## src/rtl/runway_pkg.sv

```systemverilog
// Shared definitions for the runway wind lamp bus: decoder states, lamp codes,
// wind codes and the transition decode table.
package runway_pkg;

    typedef enum logic [1:0] {
        ST_SEARCH = 2'd0,
        ST_LOCKED = 2'd1,
        ST_FAULT  = 2'd2
    } state_e;

    localparam int unsigned LAMP_W = 3;
    localparam int unsigned WIND_W = 2;

    localparam logic [LAMP_W-1:0] LAMP_A    = 3'b101;
    localparam logic [LAMP_W-1:0] LAMP_B    = 3'b010;
    localparam logic [LAMP_W-1:0] LAMP_C    = 3'b001;
    localparam logic [LAMP_W-1:0] LAMP_D    = 3'b100;
    localparam logic [LAMP_W-1:0] LAMP_NONE = 3'b000;

    localparam logic [WIND_W-1:0] WIND_CALM = 2'b00;
    localparam logic [WIND_W-1:0] WIND_RTL  = 2'b01;
    localparam logic [WIND_W-1:0] WIND_LTR  = 2'b10;

    // Unknown or X codes fall to the default arm and are treated as illegal.
    function automatic logic is_legal(input logic [LAMP_W-1:0] code);
        case (code)
            LAMP_A, LAMP_B, LAMP_C, LAMP_D: return 1'b1;
            default:                        return 1'b0;
        endcase
    endfunction

    function automatic logic [WIND_W-1:0] decode(input logic [LAMP_W-1:0] prev,
                                                 input logic [LAMP_W-1:0] cur);
        case ({prev, cur})
            {LAMP_A, LAMP_B}: return WIND_CALM;
            {LAMP_A, LAMP_C}: return WIND_RTL;
            {LAMP_A, LAMP_D}: return WIND_LTR;
            {LAMP_B, LAMP_A}: return WIND_CALM;
            {LAMP_B, LAMP_D}: return WIND_RTL;
            {LAMP_B, LAMP_C}: return WIND_LTR;
            {LAMP_C, LAMP_A}: return WIND_CALM;
            {LAMP_C, LAMP_B}: return WIND_RTL;
            {LAMP_C, LAMP_D}: return WIND_LTR;
            {LAMP_D, LAMP_A}: return WIND_CALM;
            {LAMP_D, LAMP_C}: return WIND_RTL;
            {LAMP_D, LAMP_B}: return WIND_LTR;
            default:          return WIND_CALM;
        endcase
    endfunction

endpackage

```

## src/rtl/runway_wind_decoder_if.sv

```systemverilog
// Lamp bus and decoded-wind bundle between light controller side and decoder.
// Optional RUNWAY_STALL_DETECT_EN adds the stall pulse.
interface runway_wind_decoder_if #(
    parameter int unsigned CNT_W = 8
);
    logic [2:0]       lights;
    logic [1:0]       wind;
    logic             wind_valid;
    logic             locked;
    logic             err;
    logic [CNT_W-1:0] err_count;
`ifdef RUNWAY_STALL_DETECT_EN
    logic             stall;

    modport master (output lights, input wind, wind_valid, locked, err, err_count, stall);
    modport slave  (input lights, output wind, wind_valid, locked, err, err_count, stall);
`else
    modport master (output lights, input wind, wind_valid, locked, err, err_count);
    modport slave  (input lights, output wind, wind_valid, locked, err, err_count);
`endif
endinterface

```

## src/rtl/meta_sync.sv

```systemverilog
// Two-flop synchroniser for an asynchronous multi-bit level bus.
module meta_sync #(
    parameter int unsigned W = 3
) (
    input  logic         clk,
    input  logic         rst_n,
    input  logic [W-1:0] d_i,
    output logic [W-1:0] q_o
);
    logic [W-1:0] s1_q;
    logic [W-1:0] s2_q;

    always_ff @(posedge clk or negedge rst_n) begin
        if (!rst_n) begin
            s1_q <= '0;
            s2_q <= '0;
        end else begin
            s1_q <= d_i;
            s2_q <= s1_q;
        end
    end

    assign q_o = s2_q;
endmodule

```

## src/rtl/runway_wind_decoder.sv

```systemverilog
// Recovers wind code from runway lamp pattern transitions, locks on a legal
// stream, flags illegal codes. Optional RUNWAY_STALL_DETECT_EN drops lock on a
// pattern that stops changing.
module runway_wind_decoder
    import runway_pkg::*;
#(
    parameter int unsigned LOCK_CNT  = 3,
    parameter int unsigned CNT_W     = 8
`ifdef RUNWAY_STALL_DETECT_EN
   ,parameter int unsigned STALL_MAX = 16
`endif
) (
    input  logic                  clk,
    input  logic                  reset_n,
    runway_wind_decoder_if.slave  bus
);
    localparam int unsigned LCW = $clog2(LOCK_CNT + 1);

    logic [LAMP_W-1:0] cur;
    logic              cur_legal;
    logic              is_trans;
    logic [WIND_W-1:0] dec;

    state_e            state_q,      state_d;
    logic [LAMP_W-1:0] prev_q,       prev_d;
    logic [LCW-1:0]    lock_cnt_q,   lock_cnt_d;
    logic [WIND_W-1:0] wind_q,       wind_d;
    logic              wind_valid_q, wind_valid_d;
    logic              locked_q,     locked_d;
    logic              err_q,        err_d;
    logic [CNT_W-1:0]  err_count_q,  err_count_d;

`ifdef RUNWAY_STALL_DETECT_EN
    localparam int unsigned SCW = $clog2(STALL_MAX + 1);
    logic              is_rep;
    logic [SCW-1:0]    stall_cnt_q,  stall_cnt_d;
    logic              stall_q,      stall_d;
`endif

    meta_sync #(.W(LAMP_W)) u_sync (
        .clk   (clk),
        .rst_n (reset_n),
        .d_i   (bus.lights),
        .q_o   (cur)
    );

    // A transition needs a legal previous code that differs from the current one.
    assign cur_legal = is_legal(cur);
    assign is_trans  = cur_legal && (prev_q != LAMP_NONE) && (cur != prev_q);
    assign dec       = decode(prev_q, cur);
`ifdef RUNWAY_STALL_DETECT_EN
    assign is_rep    = cur_legal && (cur == prev_q);
`endif

    always_comb begin
        state_d      = state_q;
        prev_d       = cur_legal ? cur : LAMP_NONE;
        lock_cnt_d   = lock_cnt_q;
        wind_d       = wind_q;
        wind_valid_d = wind_valid_q;
        locked_d     = locked_q;
        err_d        = 1'b0;
        err_count_d  = err_count_q;
`ifdef RUNWAY_STALL_DETECT_EN
        stall_cnt_d  = '0;
        stall_d      = 1'b0;
`endif

        case (state_q)
            ST_SEARCH: begin
                if (!cur_legal) begin
                    lock_cnt_d = '0;
                end else if (is_trans) begin
                    if (lock_cnt_q == LCW'(LOCK_CNT - 1)) begin
                        state_d      = ST_LOCKED;
                        locked_d     = 1'b1;
                        wind_valid_d = 1'b1;
                        wind_d       = dec;
                        lock_cnt_d   = '0;
                    end else begin
                        lock_cnt_d = lock_cnt_q + LCW'(1);
                    end
                end
            end

            ST_LOCKED: begin
                if (!cur_legal) begin
                    state_d      = ST_FAULT;
                    err_d        = 1'b1;
                    locked_d     = 1'b0;
                    wind_valid_d = 1'b0;
                    if (err_count_q != {CNT_W{1'b1}}) begin
                        err_count_d = err_count_q + CNT_W'(1);
                    end
                end else if (is_trans) begin
                    wind_d = dec;
                end
`ifdef RUNWAY_STALL_DETECT_EN
                else if (is_rep) begin
                    if (stall_cnt_q == SCW'(STALL_MAX - 1)) begin
                        state_d      = ST_SEARCH;
                        locked_d     = 1'b0;
                        wind_valid_d = 1'b0;
                        lock_cnt_d   = '0;
                        stall_d      = 1'b1;
                    end else begin
                        stall_cnt_d = stall_cnt_q + SCW'(1);
                    end
                end
`endif
            end

            ST_FAULT: begin
                state_d    = ST_SEARCH;
                lock_cnt_d = '0;
            end

            default: begin
                state_d    = ST_SEARCH;
                lock_cnt_d = '0;
            end
        endcase
    end

    always_ff @(posedge clk or negedge reset_n) begin
        if (!reset_n) begin
            state_q      <= ST_SEARCH;
            prev_q       <= LAMP_NONE;
            lock_cnt_q   <= '0;
            wind_q       <= WIND_CALM;
            wind_valid_q <= 1'b0;
            locked_q     <= 1'b0;
            err_q        <= 1'b0;
            err_count_q  <= '0;
        end else begin
            state_q      <= state_d;
            prev_q       <= prev_d;
            lock_cnt_q   <= lock_cnt_d;
            wind_q       <= wind_d;
            wind_valid_q <= wind_valid_d;
            locked_q     <= locked_d;
            err_q        <= err_d;
            err_count_q  <= err_count_d;
        end
    end

`ifdef RUNWAY_STALL_DETECT_EN
    always_ff @(posedge clk or negedge reset_n) begin
        if (!reset_n) begin
            stall_cnt_q <= '0;
            stall_q     <= 1'b0;
        end else begin
            stall_cnt_q <= stall_cnt_d;
            stall_q     <= stall_d;
        end
    end

    assign bus.stall = stall_q;
`endif

    assign bus.wind       = wind_q;
    assign bus.wind_valid = wind_valid_q;
    assign bus.locked     = locked_q;
    assign bus.err        = err_q;
    assign bus.err_count  = err_count_q;
endmodule

```

## src/flat_wrapper.sv

```systemverilog
// flat-port wrapper written by rule: the top's interface ports become plain ports
module runway_wind_decoder_flat import runway_pkg::*;
#(
    parameter int unsigned LOCK_CNT  = 3,
    parameter int unsigned CNT_W     = 8

)
  (clk, reset_n, bus_lights, bus_wind, bus_wind_valid, bus_locked, bus_err, bus_err_count);
  runway_wind_decoder_if #(.CNT_W(CNT_W)) bus_i ();
  input  logic clk;
  input  logic reset_n;
  input wire logic [$bits(bus_i.lights)-1:0] bus_lights;
  output wire logic [$bits(bus_i.wind)-1:0] bus_wind;
  output wire logic [$bits(bus_i.wind_valid)-1:0] bus_wind_valid;
  output wire logic [$bits(bus_i.locked)-1:0] bus_locked;
  output wire logic [$bits(bus_i.err)-1:0] bus_err;
  output wire logic [$bits(bus_i.err_count)-1:0] bus_err_count;
  assign bus_i.lights = bus_lights;
  assign bus_wind = bus_i.wind;
  assign bus_wind_valid = bus_i.wind_valid;
  assign bus_locked = bus_i.locked;
  assign bus_err = bus_i.err;
  assign bus_err_count = bus_i.err_count;
  runway_wind_decoder #(.LOCK_CNT(LOCK_CNT), .CNT_W(CNT_W)) u_core (.clk(clk), .reset_n(reset_n), .bus(bus_i));
endmodule
```

## config.mk

```make
export PLATFORM = sky130hd
export DESIGN_NAME = runway_wind_decoder_flat
export DESIGN_NICKNAME = d
export VERILOG_FILES = /design/src/rtl/runway_pkg.sv /design/src/rtl/runway_wind_decoder_if.sv /design/src/rtl/meta_sync.sv /design/src/rtl/runway_wind_decoder.sv /design/src/flat_wrapper.sv
export SDC_FILE = /design/constraint.sdc
export NUM_CORES = 1
export LEC_CHECK = 0
export ABC_AREA = 1
export CORE_ASPECT_RATIO = 0.7
export CORE_MARGIN = 4
export CORE_UTILIZATION = 58
export CTS_BUF_LIST = sky130_fd_sc_hd__clkbuf_2 sky130_fd_sc_hd__clkbuf_4 sky130_fd_sc_hd__clkbuf_8
export CTS_CLUSTER_SIZE = 30
export DETAILED_ROUTE_END_ITERATION = 7
export PLACE_DENSITY = 0.83
export SETUP_SLACK_MARGIN = 0.2
export SYNTH_ARGS = -nofsm -noshare
export SYNTH_HDL_FRONTEND = slang
export SYNTH_SLANG_ARGS = --single-unit
export TNS_END_PERCENT = 10
```

## constraint.sdc

```tcl
create_clock -name clk -period 2.3 [get_ports clk]
set_input_delay 0.575 -clock clk [delete_from_list [all_inputs] [get_ports clk]]
set_output_delay 0.575 -clock clk [all_outputs]
set_load 0.02 [all_outputs]
```

==> impl_results.md, run 1 <==
- Run status: finished clean
- Synth area leaders: dfrtp_1 51%, nand2_1 15%, nand3_1 4.9%
- Fin. Hold Viols: 0
- Post-synth EDFFs: 0
- Area delta synth->final: 18.7%
- Max-cap viol count: 0
- Final antenna-violating net count: 0
- Post-synth top area cell: dfrtp_1
- Via Count: ~1000
- Synth Instances: approximately 150
- Nets@finish: ~180
- CP Buf/Inv Count: 1
- Worst setup path class: reg2out
- CTS Buffer Depth: 2
- Setup_tns: 0 ns
- Commonest cells in the netlist: 48 x nand2_1, 25 x dfrtp_1, 13 x inv_1
- Netlist cell types: 24
- Sink Count: 25
- Crit path DAT: between 1 and 1.5 ns
- WP data required: 1.73 ns
- Delay-heaviest family, CP: buffers and inverters
- Synth Warn #: 0
- Internal Dissipation: between 0.6 and 0.7 mW
- First DRT Iteration DRCs: 50
- Row count: 13
- Gate power share: approximately 23%
- Clk_lat worst skew: between 0.3 and 0.4 ns
- # port buffers: 17
- Reg power frac: between 50% and 60%
- Post-route insts no fill: between 150 and 200
- Min-delay worst type: reg2reg
- All-Layer GR Usage: 19.2%
- Core Box Area: between 0.0015 and 0.002 mm^2
- CP max stage cell: clkdlybuf4s50_1
- Gr ovfl total: 0
- Initial antenna violation count: 0
- Routability cong.: 0.891
- Final Max Tran Viols: 0
- Number of fill cells in the layout: approximately 140
- Seq cells post-synth: 25
- FF-to-FF setup slack: 0.68 ns
- Setup Viol. Count Final: 0
- Register area share after synthesis: 51.4%
- PwrDens: approximately 650 mW/mm^2
- Worst reg2reg path depth: 8
- Chip Width: roughly 63 um
- Setup bufs post-CTS: 0
- DRC: 0
- Critical-path cell list: clkdlybuf4s50_1
- Crit path max fanout: 5
- Sw frac: between 30% and 40%
- Critical path launch point type: register
- CTS H-Tree Depth: 1
- Placed instance count: between 150 and 200
- Wire length per cell: 12.4 um
- Post-synth net total: 153
- Detail Placement HPWL: around 1800 um
- Slew HR: about four fifths
- Resized cells post-CTS: 0
- Switching power: roughly 0.28 mW
- Asr flop ratio synth: 100%
- Final clock skew: roughly 0.016 ns
- Top cell type's share of synthesized area: 51.4%
- Fin crit period: a little under 2 ns
- Initial DRT Pass Iterations: 4
- Die H: around 46 um
- Least-Margin Pin Slew: 0.312 ns
- Share of layout cells above drive strength 1: 10.7%
- Hold endpoint: u_core.u_sync.q_o[0]
- Clk pin slew, worst setup/hold paths: between 0.1 and 0.15 ns
- First-pass GRT wire length: approximately 4300 um
- Clock Power Share: 21.7%
- CP endpoint kind: primary output
- CTS Buf Count: 3
- # IOs: 18
- Post-Route WL: ~2400 um
- Hold path start: u_core.u_sync.s1_q[0]
- Tcrit/Tclk final: a little under nine tenths
- FMAX: just over 0.5 GHz
- CTS tree: yes
- Starting Density: 63.4%
- Dpl cell area: 0.00141 mm^2
- Hold buffer count at cts: 0
- R2r startpoint: u_core.bus.err_count[0]
- Leak: about 0.71 nW
- Cell Area, Synth: approximately 0.0012 mm^2
- Worst stage delay on the critical path: ~0.64 ns
- R2R Path End: u_core.bus.err_count[2]
- Full die area: ~0.0029 mm^2
- Finished Cell Area: approximately 0.0014 mm^2
- Via-to-Cell Ratio: ~5.3
- Most common cell in the netlist: nand2_1
- Primary FF master, synth: dfrtp_1
- ANT cells: 0
- Cell depth of the worst hold path: 0
- Avg Synthesized Cell Area: between 8 and 9 um^2
- RSZ-0062 raised after global routing: false
- Largest net degree at the start of global routing: 26
- Peak supply drop: around 0.54 mV
- Vias in the first global route: ~980
- Clk root buf: clkbuf_4
-- routing by layer --
metal  part of all wire, %  wire [um]  up-vias  global-route usage (%)
li1                      -          -      502                       -
met2                    45       1060       38                    33.3
met3                   8.3        196        6                    6.34
met5                     0          0        -                       0
met1                    46       1080      453                    23.3
met4                   1.1         27        0                    6.14
-- registers in the layout (all words and copies together) (netlist names) --
| register | flops |
|---|---|
| u_core.state_q | 2 |
| u_core.u_sync.s1_q | 3 |
| u_core.bus.err | 1 |
| u_core.u_sync.q_o | 3 |
| u_core.bus.err_count | 8 |
| u_core.bus.wind_valid | 1 |
| u_core.prev_q | 3 |
| u_core.bus.wind | 2 |
| u_core.lock_cnt_q | 2 |
-- placed cells by master (no fill, tap or decap), types with 2 or more instances in the layout --
cell type,instances
nand2_4,2
xnor2_1,3
nor3_1,2
xor2_1,2
o21ai_0,2
inv_2,5
clkbuf_4,4
clkdlybuf4s50_1,17
nand2_1,48
o21ai_1,5
nand2_2,2
inv_1,13
nand3_1,12
nand4_1,4
nor2_1,12
dfrtp_1,25
-- logic make-up after synthesis --
| kind of cell | synth area share [%] |
|---|---|
| flip-flops | 51.4 |
| AND/OR/NAND/NOR | 33.3 |
| buffers and inverters | 6.69 |
| adder cells (fa/ha/maj) | 1.03 |
| AO/OA/AOI/OAI | 3.91 |
| XOR/XNOR | 3.60 |
-- cell type report --
cell class                 instances  area (um^2)  share of cell area, %
sequential                        25          626                   43.3
multi-input combinational        102          509                   35.3
timing repair buffer              18          178                   12.3
inverter                          19         73.8                   5.11
clock buffer                       4         30.0                   2.08
tap                               22         27.5                   1.91
-- power groups by stage --
stage	Combinational, mW	Sequential [mW]	Clock, mW
2_1_floorplan	0.101	0.547	0
3_3_place_gp	0.208	0.521	0
3_5_place_dp	0.214	0.526	0
4_1_cts	0.215	0.518	0.212
5_1_grt	0.236	0.526	0.232
6_report	0.213	0.517	0.202
-- stage by stage --
step | worst slack (ns) | hold slack [ns] | util, % | power, mW
floorplan | 0.769 | 0.279 | - | 0.648
global placement | 0.700 | 0.332 | 73.7 | 0.729
detailed placement | 0.685 | 0.341 | 73.7 | 0.741
CTS | 0.312 | 0.370 | 75.2 | 0.945
global route | 0.236 | 0.375 | 75.2 | 0.993
finish | 0.332 | 0.363 | 75.2 | 0.932
-- worst max-delay path by stage --
stage	start	to	slack, ns	cells past startpoint
finish	u_core.bus.err_count[3]	bus_err_count[3]	0.33	1
global route	u_core.bus.err_count[0]	bus_err_count[0]	0.24	1
CTS	u_core.bus.err_count[3]	bus_err_count[3]	0.31	1
detailed placement	u_core.bus.err_count[3]	bus_err_count[3]	0.69	1
global placement	u_core.bus.err_count[4]	bus_err_count[4]	0.70	1
floorplan	u_core.bus.err_count[0]	u_core.bus.err_count[2]	0.77	8
Note: power is estimated with default switching activity, not from simulation.
==> inputs of run 2 (changes only) <==
CORE_MARGIN = 10   (was 4)
CORE_UTILIZATION = 56   (was 58)
CTS_BUF_LIST = default   (was sky130_fd_sc_hd__clkbuf_2 sky130_fd_sc_hd__clkbuf_4 sky130_fd_sc_hd__clkbuf_8)
PLACE_DENSITY = 0.8   (was 0.83)
==> impl_results.md, run 2 (synthesis results as in run 1) <==
- Tcrit/Tclk final: 87.4% (+1.8 points)
- Core Box Area: 0.00210 mm^2 (+9.5%)
- Clock Power Share: 21.7% (about the same)
- Fin crit period: 2.01 ns (+0.0424 ns)
- All-Layer GR Usage: 12.5% (-6.7 points)
- Dpl ws: 0.662 ns (-0.0235 ns)
- Fin. Hold Viols: 0 (unchanged)
- Flip-flop and latch area: 626 um^2 (unchanged)
- Leak: 0.705 nW (-0.63%)
- Max-cap viol count: 0 (unchanged)
- CTS H-Tree Depth: 1 (unchanged)
- Min-delay worst type: reg2reg
- Final Max Tran Viols: 0 (unchanged)
- # IOs: 18 (unchanged)
- Peak supply drop: 0.621 mV (+16%)
- Busiest layer in global routing: met2
- Global-route met1 utilization: 14.1% (-9.2 points)
- Post-Route WL: 2570 um (+9.2%)
- Initial antenna violation count: 0 (unchanged)
- Slew HR: 79.0% (-0.24 points)
- Routability cong.: 0.974 (+9.2%)
- Worst setup path class: reg2out
- CP max stage cell: clkdlybuf4s50_1
- Row count: 14 (+1)
- Least-Margin Pin Slew: 0.315 ns (+0.00363 ns)
- DRC: 0 (unchanged)
- Via Count: 1012 (+1.3%)
- WP data required: 1.73 ns (about the same)
- CTS Buf Count: 3 (unchanged)
- Setup Viol. Count Final: 0 (unchanged)
- Vias in the first global route: 1007 (+2.7%)
- Critical-path cell list: clkdlybuf4s50_1
- CP Buf/Inv Count: 1 (unchanged)
- Run status: finished clean
- RSZ-0062 raised after global routing: false
- Sw frac: 32.0% (+1.8 points)
- Chip Width: 75.7 um (+21%)
- Clk_lat worst skew: 0.33 ns (about the same)
- Reg power frac: 55.3% (-0.2 points)
- Crit path max fanout: 5 (unchanged)
- First DRT Iteration DRCs: 64 (+28%)
- Crit path DAT: 1.44 ns (+0.05 ns)
- Critical path launch point type: register
- Full die area: 0.00447 mm^2 (+54%)
- Setup_tns: 0 ns (unchanged)
- Nets@finish: 175 (unchanged)
- Number of flip-flops in the largest register: 8 (unchanged)
- Starting Density: 57.9% (-5.5 points)
- Commonest non-fill, non-tap cell in the layout: nand2_1
- Resized cells post-CTS: 0 (unchanged)
- Setup WS post-layout: 0.290 ns (-0.0424 ns)
- Switching power: 0.301 mW (+7.0%)
- Gate power share: 23.1% (+0.3 points)
- First-pass GRT wire length: 4310 um (+0.96%)
- CP endpoint kind: primary output
- Die H: 59.0 um (+27%)
- Initial DRT Pass Iterations: 4 (unchanged)
- Detail Placement HPWL: 1960 um (+9.6%)
- Setup bufs post-CTS: 0 (unchanged)
- CTS Buffer Depth: 2 (unchanged)
- Hold buffer count at cts: 0 (unchanged)
- GR Util met3: 5.86% (-0.48 points)
- FF-to-FF setup slack: 0.66 ns (-0.02 ns)
- Gr ovfl total: 0 (unchanged)
- Largest net degree at the start of global routing: 26 (unchanged)
- Final clock skew: 0.00336 ns (-0.0129 ns)
- Sink Count: 25 (unchanged)
- ANT cells: 0 (unchanged)
- Area delta synth->final: 18.9%
- Wire length per cell: 13.4 um (+8.0%)
- Multi-input gate area: 509 um^2 (unchanged)
- Clk root buf: clkbuf_4
- Via-to-Cell Ratio: 5.27 (+0.25%)
- PwrDens: 650 mW/mm^2 (+0.71%)
- CTS tree: yes
- GR Util met2: 20.4% (-13 points)
- Worst stage delay on the critical path: 0.64 ns (about the same)
- Final antenna-violating net count: 0 (unchanged)
- # port buffers: 17 (unchanged)
- Most frequent cells in the layout: 48 x nand2_1, 25 x dfrtp_1, 17 x clkdlybuf4s50_1, 13 x inv_1
- Internal Dissipation: 0.640 mW (-1.7%)
- FMAX: 0.497 GHz (-2.1%)
- Delay-heaviest family, CP: buffers and inverters
- Number of fill cells in the layout: 173 (+26%)
- Share of layout cells above drive strength 1: 10.7% (unchanged)
- Clk pin slew, worst setup/hold paths: 0.13 ns (about the same)
## run 2: cell count changes in the layout (fill, tap and decap cells not counted)
cell | previous run | this run
clkbuf_4 | 4 | 3
clkinvlp_4 | 0 | 1
## run 2: metrics by stage
stage	cells	area, um^2	power (mW)	hold slack, ns	util (%)
5_1_grt	192	1450	1.00	0.387	68.8
6_report	192	1450	0.940	0.369	68.8
4_1_cts	192	1450	0.951	0.369	68.8
3_5_place_dp	188	1420	0.747	0.337	67.4
3_3_place_gp	188	1420	0.732	0.331	67.4
2_1_floorplan	147	1220	0.648	0.279	-
## run 2: final timing paths
check                                   startpoint                       to  cells after the start
min in group asynchronous                  reset_n       u_core.bus.wind[0]                      2
hold reg to reg              u_core.u_sync.s1_q[1]     u_core.u_sync.q_o[1]                      0
hold / removal               u_core.u_sync.s1_q[1]     u_core.u_sync.q_o[1]                      0
setup / recovery           u_core.bus.err_count[0]         bus_err_count[0]                      1
max in group asynchronous                  reset_n         u_core.prev_q[1]                      2
setup reg to reg           u_core.bus.err_count[0]  u_core.bus.err_count[2]                      8
## run 2: power by group through the flow
stage	sequential (mW)	clock [mW]	combinational, mW
6_report	0.520	0.204	0.217
3_5_place_dp	0.528	0	0.219
2_1_floorplan	0.547	0	0.101
5_1_grt	0.526	0.232	0.241
3_3_place_gp	0.522	0	0.210
4_1_cts	0.520	0.211	0.221
## run 2: cell type report
cell class                 instances  area share [%]
clock buffer                       3            1.56
clock inverter                     1           0.519
inverter                          19            5.10
multi-input combinational        102            35.2
sequential                        25            43.3
tap                               24            2.08
timing repair buffer              18            12.3
## run 2: per-layer routing
metal	vias up	wire length, um
li1	508	-
met1	467	1100
met2	32	1200
met3	5	243
met4	0	27
met5	-	0
## run 2: worst register-to-register path: cells and delay by family, from the launching register on
family | cells | cell delay (ns)
and+or+nand+nor | 5 | 0.71
adders and majority gates | 1 | 0.22
DFF | 1 | 0.46
buffers and inverters | 2 | 0.17
